===== config.mk =====
export PLATFORM = sky130hd
export DESIGN_NAME = mem_stage_ctrl
export DESIGN_NICKNAME = d
export VERILOG_FILES = /design/src/rtl/mem_stage_ctrl.sv
export SDC_FILE = /design/constraint.sdc
export NUM_CORES = 1
export LEC_CHECK = 0
export BUFFER_PORTS_ARGS = -buffer_cell sky130_fd_sc_hd__buf_2
export CORE_MARGIN = 3
export CORE_UTILIZATION = 40
export CTS_BUF_LIST = sky130_fd_sc_hd__clkbuf_8
export DETAILED_ROUTE_END_ITERATION = 10
export PLACE_DENSITY = 0.7
export SLEW_MARGIN = 15
export SYNTH_ARGS = -nofsm -noshare
export SYNTH_HDL_FRONTEND = slang
export SYNTH_SLANG_ARGS = --single-unit

===== constraint.sdc =====
create_clock -name clk -period 4.85 [get_ports clk]
set_input_delay 0.7275 -clock clk [delete_from_list [all_inputs] [get_ports clk]]
set_output_delay 0.7275 -clock clk [all_outputs]
set_load 0.01 [all_outputs]

===== src/rtl/mem_stage_ctrl.sv =====
// Memory-stage access controller: runs the req/ack handshake with a multi-cycle
// data memory, stalls the pipeline while an access is in flight, and flags timeouts.
module mem_stage_ctrl #(
    parameter int ADDR_W  = 16,
    parameter int DATA_W  = 16,
    parameter int TIMEOUT = 16
) (
    input  logic              clk,
    input  logic              rst,
    input  logic              valid_in,
    input  logic [1:0]        mem_writeEn,
    input  logic [ADDR_W-1:0] addr,
    input  logic [DATA_W-1:0] wdata,
    output logic              mem_req,
    output logic              mem_wr,
    output logic [ADDR_W-1:0] mem_addr,
    output logic [DATA_W-1:0] mem_wdata,
    input  logic              mem_ready,
    input  logic              mem_done,
    input  logic [DATA_W-1:0] mem_rdata,
    output logic              stall,
    output logic [DATA_W-1:0] rdata,
    output logic              rdata_valid,
    output logic              err
);

    localparam int CNT_W = $clog2(TIMEOUT + 1);
    localparam logic [CNT_W-1:0] LAST = CNT_W'(TIMEOUT - 1);

    typedef enum logic [1:0] {IDLE, REQ, WAIT, DONE} state_t;

    state_t            state_q, state_d;
    logic [CNT_W-1:0]  cnt_q, cnt_d;
    logic [ADDR_W-1:0] addr_q, addr_d;
    logic [DATA_W-1:0] wdata_q, wdata_d;
    logic              wr_q, wr_d;
    logic [DATA_W-1:0] rdata_q, rdata_d;
    logic              rdataValid_q, rdataValid_d;
    logic              err_q, err_d;

    logic isMemOp;
    logic lastCycle;
    logic finish;
    logic abort;

    assign isMemOp   = valid_in && mem_writeEn[1];
    assign lastCycle = (cnt_q == LAST);

    always_comb begin
        state_d      = state_q;
        cnt_d        = cnt_q;
        addr_d       = addr_q;
        wdata_d      = wdata_q;
        wr_d         = wr_q;
        rdata_d      = rdata_q;
        rdataValid_d = 1'b0;
        err_d        = 1'b0;
        finish       = 1'b0;
        abort        = 1'b0;

        case (state_q)
            IDLE: begin
                if (isMemOp) begin
                    addr_d  = addr;
                    wdata_d = wdata;
                    wr_d    = mem_writeEn[0];
                    cnt_d   = '0;
                    state_d = REQ;
                end
            end
            REQ: begin
                cnt_d = cnt_q + CNT_W'(1);
                if (mem_ready && mem_done) begin
                    finish = 1'b1;
                end else if (lastCycle) begin
                    finish = 1'b1;
                    abort  = 1'b1;
                end else if (mem_ready) begin
                    state_d = WAIT;
                end
            end
            WAIT: begin
                cnt_d = cnt_q + CNT_W'(1);
                if (mem_done) begin
                    finish = 1'b1;
                end else if (lastCycle) begin
                    finish = 1'b1;
                    abort  = 1'b1;
                end
            end
            DONE: begin
                state_d = IDLE;
            end
            default: begin
                state_d = IDLE;
            end
        endcase

        // Completion beats timeout; an aborted read returns zero to writeback.
        if (finish) begin
            state_d      = DONE;
            err_d        = abort;
            rdataValid_d = !abort && !wr_q;
            if (!wr_q) begin
                rdata_d = abort ? '0 : mem_rdata;
            end
        end
    end

    always_ff @(posedge clk) begin
        if (rst) begin
            state_q      <= IDLE;
            cnt_q        <= '0;
            addr_q       <= '0;
            wdata_q      <= '0;
            wr_q         <= 1'b0;
            rdata_q      <= '0;
            rdataValid_q <= 1'b0;
            err_q        <= 1'b0;
        end else begin
            state_q      <= state_d;
            cnt_q        <= cnt_d;
            addr_q       <= addr_d;
            wdata_q      <= wdata_d;
            wr_q         <= wr_d;
            rdata_q      <= rdata_d;
            rdataValid_q <= rdataValid_d;
            err_q        <= err_d;
        end
    end

    // The request is withdrawn for the final budgeted cycle so the abort edge sees it low.
    assign mem_req     = (state_q == REQ) && !lastCycle;
    assign mem_wr      = wr_q;
    assign mem_addr    = addr_q;
    assign mem_wdata   = wdata_q;
    assign stall       = (state_q == REQ) || (state_q == WAIT) ||
                         ((state_q == IDLE) && isMemOp);
    assign rdata       = rdata_q;
    assign rdata_valid = rdataValid_q;
    assign err         = err_q;

endmodule


# Word level (Yosys, flattened, before mapping)
# Cells that the tools add are included.
# word_totals
ff_bits	58
latch_bits	0
ram_bits	0
mem_bits_ro	0
inputBits	55
output_inout_bits	53
elab_cells	55
mem_count	0
# classes
n_addsub	1
mul	0
div	0
order_cmp	0
eq_ne	9
shift	0
mux	16
bitwise_logic	2
reduce_logical	19
# ops
operator	count
two-way mux 16 bit	1
!= test 3 bit, second input constant	4
two-way mux 2 bit	5
case mux 5 bit (2 select lines)	1
case mux 2 bit (3 select lines)	1
AND reduction 2 bit	3
adder 5 x 1 -> 5 bit, second input constant	1
== test 5 x 4 -> 1 bit, second input constant	1
logical AND 1 bit	5
two-way mux 1 bit	5
two-way mux 5 bit	1
AND reduction 5 bit	1
== test 2 bit, second input constant	2
case mux 1 bit (2 select lines)	2
nonzero test 4 bit	1
OR reduction 2 bit	2
logical NOT 1 bit	3
== test 2 x 1 -> 1 bit, second input constant	1
logical NOT 2 bit	1
logical OR 1 bit	2
!= test 2 bit, second input constant	1
NOT 1 bit	2
nonzero test 2 bit	1

# Logic depth before layout (Yosys ltp)
# depth
depth_word	6
mapped_depth	8
depth_no_buf	6

# Worst setup path after synthesis
# Ideal clock, no wire load.
# synth_timing
path_type	reg2out
from	reg state_q[0]
to	out stall
arrival_time_ns	1.253
t_required_ns	4.123
setup_slack_ns	2.870
stages_incl_launch_ff	6
path_buffers	1
cell_sequence	dfxtp_1 -> inv_1 -> ha_1 -> buf_4 -> a31oi_1 -> inv_1
# synth_between
elab_chain_len	3
elab_cells_between_ends	6
cone_classes	eq/ne: 2; reduce/logical: 4
# synth_rtl
element	line_no	source
start, declared	32	state_t state_q, state_d;
start signal, assigned	121	state_q <= state_d;
== test 2 x 1 -> 1 bit (tied with other cells)	137	assign stall = (state_q == REQ) || (state_q == WAIT) ||
logical OR 1 bit or logical AND 1 bit (tied branches)	137, 138	
logical OR 1 bit *	137	
end, declared	21	output logic stall,
# Mark *: on every way between the ends. The rest lies on a longest branch, timed or not.

# Worst setup path in the final report
# Ends and elaborated chain as after synthesis.

==> reports/results.txt <==
status -> finished clean
Max-slew headroom -> 48.5%
Hold Path Class -> reg2reg
Critical Path AT -> 1850 ps
sequential share of power -> 43.6%
Area growth syn-to-layout -> 30.1%
Antenna diodes -> 0
CTS tree -> built
GRT overflow -> 0
Mean Syn Cell Area -> 8.58 sq um
Post-CTS Setup Inserts -> 0
Worst EP required -> 4120 ps
Clk pwr share -> 32.8%
Die Wd -> 83.9 microns
CTS buffer count -> 9
final total power -> 1.26 mW
DR WL/cell -> 12.8 microns
Worst setup SP type -> flip-flop
drt pass-1 iters -> 4
total track usage -> 17.3%
Cell variety after synth -> 34
Resized Gates After CTS -> 0
Reg clk slew, reported paths -> 60 ps
Starting Density -> 42.8%
Mapped Area -> 2430 sq um
final setup vio count -> 0
Hold WS -> 452 ps
DRC Markers -> 0
NetSw -> 0.388 mW
Final Hold Vio Count -> 0
ys flop type -> dfxtp_1
CP peak stage delay -> 420 ps
Pwr Density -> 400 nW/um^2
vias per std cell -> 4.88
Synth async-reset ratio -> 0%
Filler Cell Count -> 566
Max Fanout on Critical Path -> 9
hold_buf cts -> 0
# Max-Cap Violations -> 0
first-pass GRT wire length -> 10.2 mm
crit-path most repeated cell -> inv_1
Nets -> 444
RSZ-0062 raised after global routing -> no
Syn Nets -> 344
share of layout cells above drive strength 1 -> 34.8%
fmax -> 0.388 GHz
CORE AREA -> 5680 sq um
post-synthesis sequential area ratio -> 47.8%
H-Tree Depth -> 3
wirelength, routed -> 5.88 mm
P_int -> 0.877 mW
Total Die Area -> 7040 sq um
Port-buffer cells -> 107
crit path capture type -> primary output
vias -> 2,245
routability cong. -> 0.738
Slew @ Worst Pin -> 773 ps
Clock Skew -> 6.14 ps
Final Max Slew Viols -> 0
drt first-iter violations -> 113
setup TNS -> 0 ps
clk_lat worst skew -> 320 ps
Non-Filler Instances -> 460
placed cells -> 444
period utilisation layout -> 53.2%
Logic pwr share -> 23.6%
die height -> 83.9 microns
initial antenna violation count -> 0
critical path class -> reg2out
cells after synthesis -> 283
fin crit period -> 2580 ps
VDD IR max -> 223 uV
Ys Warns -> 0
#FFs+latches synth -> 58
Net Sw Frac -> 30.7%
Sink Count -> 58
leakage -> 1.45 nW
post-detail-place hpwl -> 4.06 mm
clock tree buffer depth -> 2
root buffer cell -> clkbuf_8
top-level port count -> 108
CP Cell Sequence -> inv_1, ha_1, a31oi_1, inv_1, buf_2
Post-synth EDFFs -> 0
Post-DRT Antenna Nets -> 0
Site Rows -> 27
CP max stage cell -> ha_1
maximum number of pins on one net before global-route repair -> 43
vias in the first global route -> 2,240
==> logic make-up after synthesis <==
kind of cell               count (synthesis)  share of synthesized area, %
DFF                                       58                          47.8
buffers and inverters                     41                          7.27
and+or+nand+nor                          106                          20.4
AOI/OAI and AO/OA                         72                          21.4
adders and majority gates                  6                          3.09
==> metal layers <==
layer	up-vias	global-route usage, %	part of all wire, %
li1	1150	-	-
met1	996	22.1	46
met2	88	26.4	43
met3	11	6.32	9.8
met4	0	7.16	1.4
met5	-	0	0
==> area by class of cell <==
class / instances / area (sq um) / area share, %
Clock buffer: 9 / 124 / 3.92
Timing Repair Buffer: 109 / 551 / 17.4
Inverter: 21 / 78.8 / 2.50
Sequential cell: 58 / 1160 / 36.8
Multi-Input combinational cell: 184 / 1090 / 34.5
Clock inverter: 7 / 62.6 / 1.98
Tap cell: 72 / 90.1 / 2.85
==> power by group through the flow <==
stage	logic [mW]	clock network (mW)	registers, mW
finish	0.298	0.415	0.551
global route	0.337	0.447	0.558
CTS	0.302	0.427	0.551
detailed placement	0.300	0	0.561
global placement	0.295	0	0.559
floorplan	0.185	0	0.573
==> per-stage QoR <==
stage,util (%),setup WS [ps],instance area (sq um)
finish,55.6,2270,3160
global route,55.6,2090,3160
CTS,55.6,2230,3160
detailed placement,52.3,2440,2970
global placement,52.3,2440,2970
floorplan,-,2870,2430
==> sequential cells by signal, indices dropped and copies added (netlist names) <==
| name | flops |
|---|---|
| err | 1 |
| cnt_q | 5 |
| mem_wr | 1 |
| state_q | 2 |
| rdata | 16 |
| rdata_valid | 1 |
| mem_wdata | 16 |
| mem_addr | 16 |
==> path summary, 6_finish.rpt <==
check / from / end / slack, ps / depth (start not counted)
worst max register to register: cnt_q[0] / rdata[7] / 2470 / 6
worst min-delay path: mem_addr[5] / mem_addr[5] / 450 / 2
worst min register to register: mem_addr[5] / mem_addr[5] / 450 / 2
worst max-delay path: state_q[0] / stall / 2270 / 5
==> cells in the final DEF (no fill, tap or decap), types with 2 or more instances in the layout <==
cell	netlist	layout
o32ai_1	8	8
and3_1	3	2
dfxtp_1	58	58
clkinvlp_4	0	2
buf_4	1	2
o21ai_0	4	4
a31oi_1	3	3
clkbuf_8	0	9
a21oi_1	38	38
nand2_1	69	69
ha_1	6	6
o32ai_2	8	8
nand3_1	3	3
or3_1	2	2
nand3b_1	2	2
buf_2	3	107
inv_1	21	23
nor3_1	2	2
nor2b_1	5	5
o211ai_1	2	2
clkinv_2	0	2
nand2b_1	16	16
==> worst max-delay path: cells and delay by family, from the launching register on <==
family                   cells  cell delay [ps]
AO/OA/AOI/OAI                1              420
adder cells (fa/ha/maj)      1              420
buffers and inverters        3              320
flip-flops                   1              390
==> Yosys cell counts (2+ instances only) <==
cell	n	area share, %
dfxtp_1	58	48
ha_1	6	3.1
o32ai_1	8	2.9
and3_1	3	0.77
nor3_1	2	0.41
nand3b_1	2	0.62
a31oi_1	3	0.77
or3_1	2	0.52
nand2_1	69	11
o211ai_1	2	0.62
o21ai_0	4	0.82
o32ai_2	8	5.4
buf_2	3	0.62
nand3_1	3	0.62
inv_1	21	3.2
buf_6	2	0.93
a21oi_1	38	7.8
clkbuf_1	14	2.2
nor2b_1	5	1.3
nand2b_1	16	4.1
Note: power is estimated with default switching activity, not from simulation.
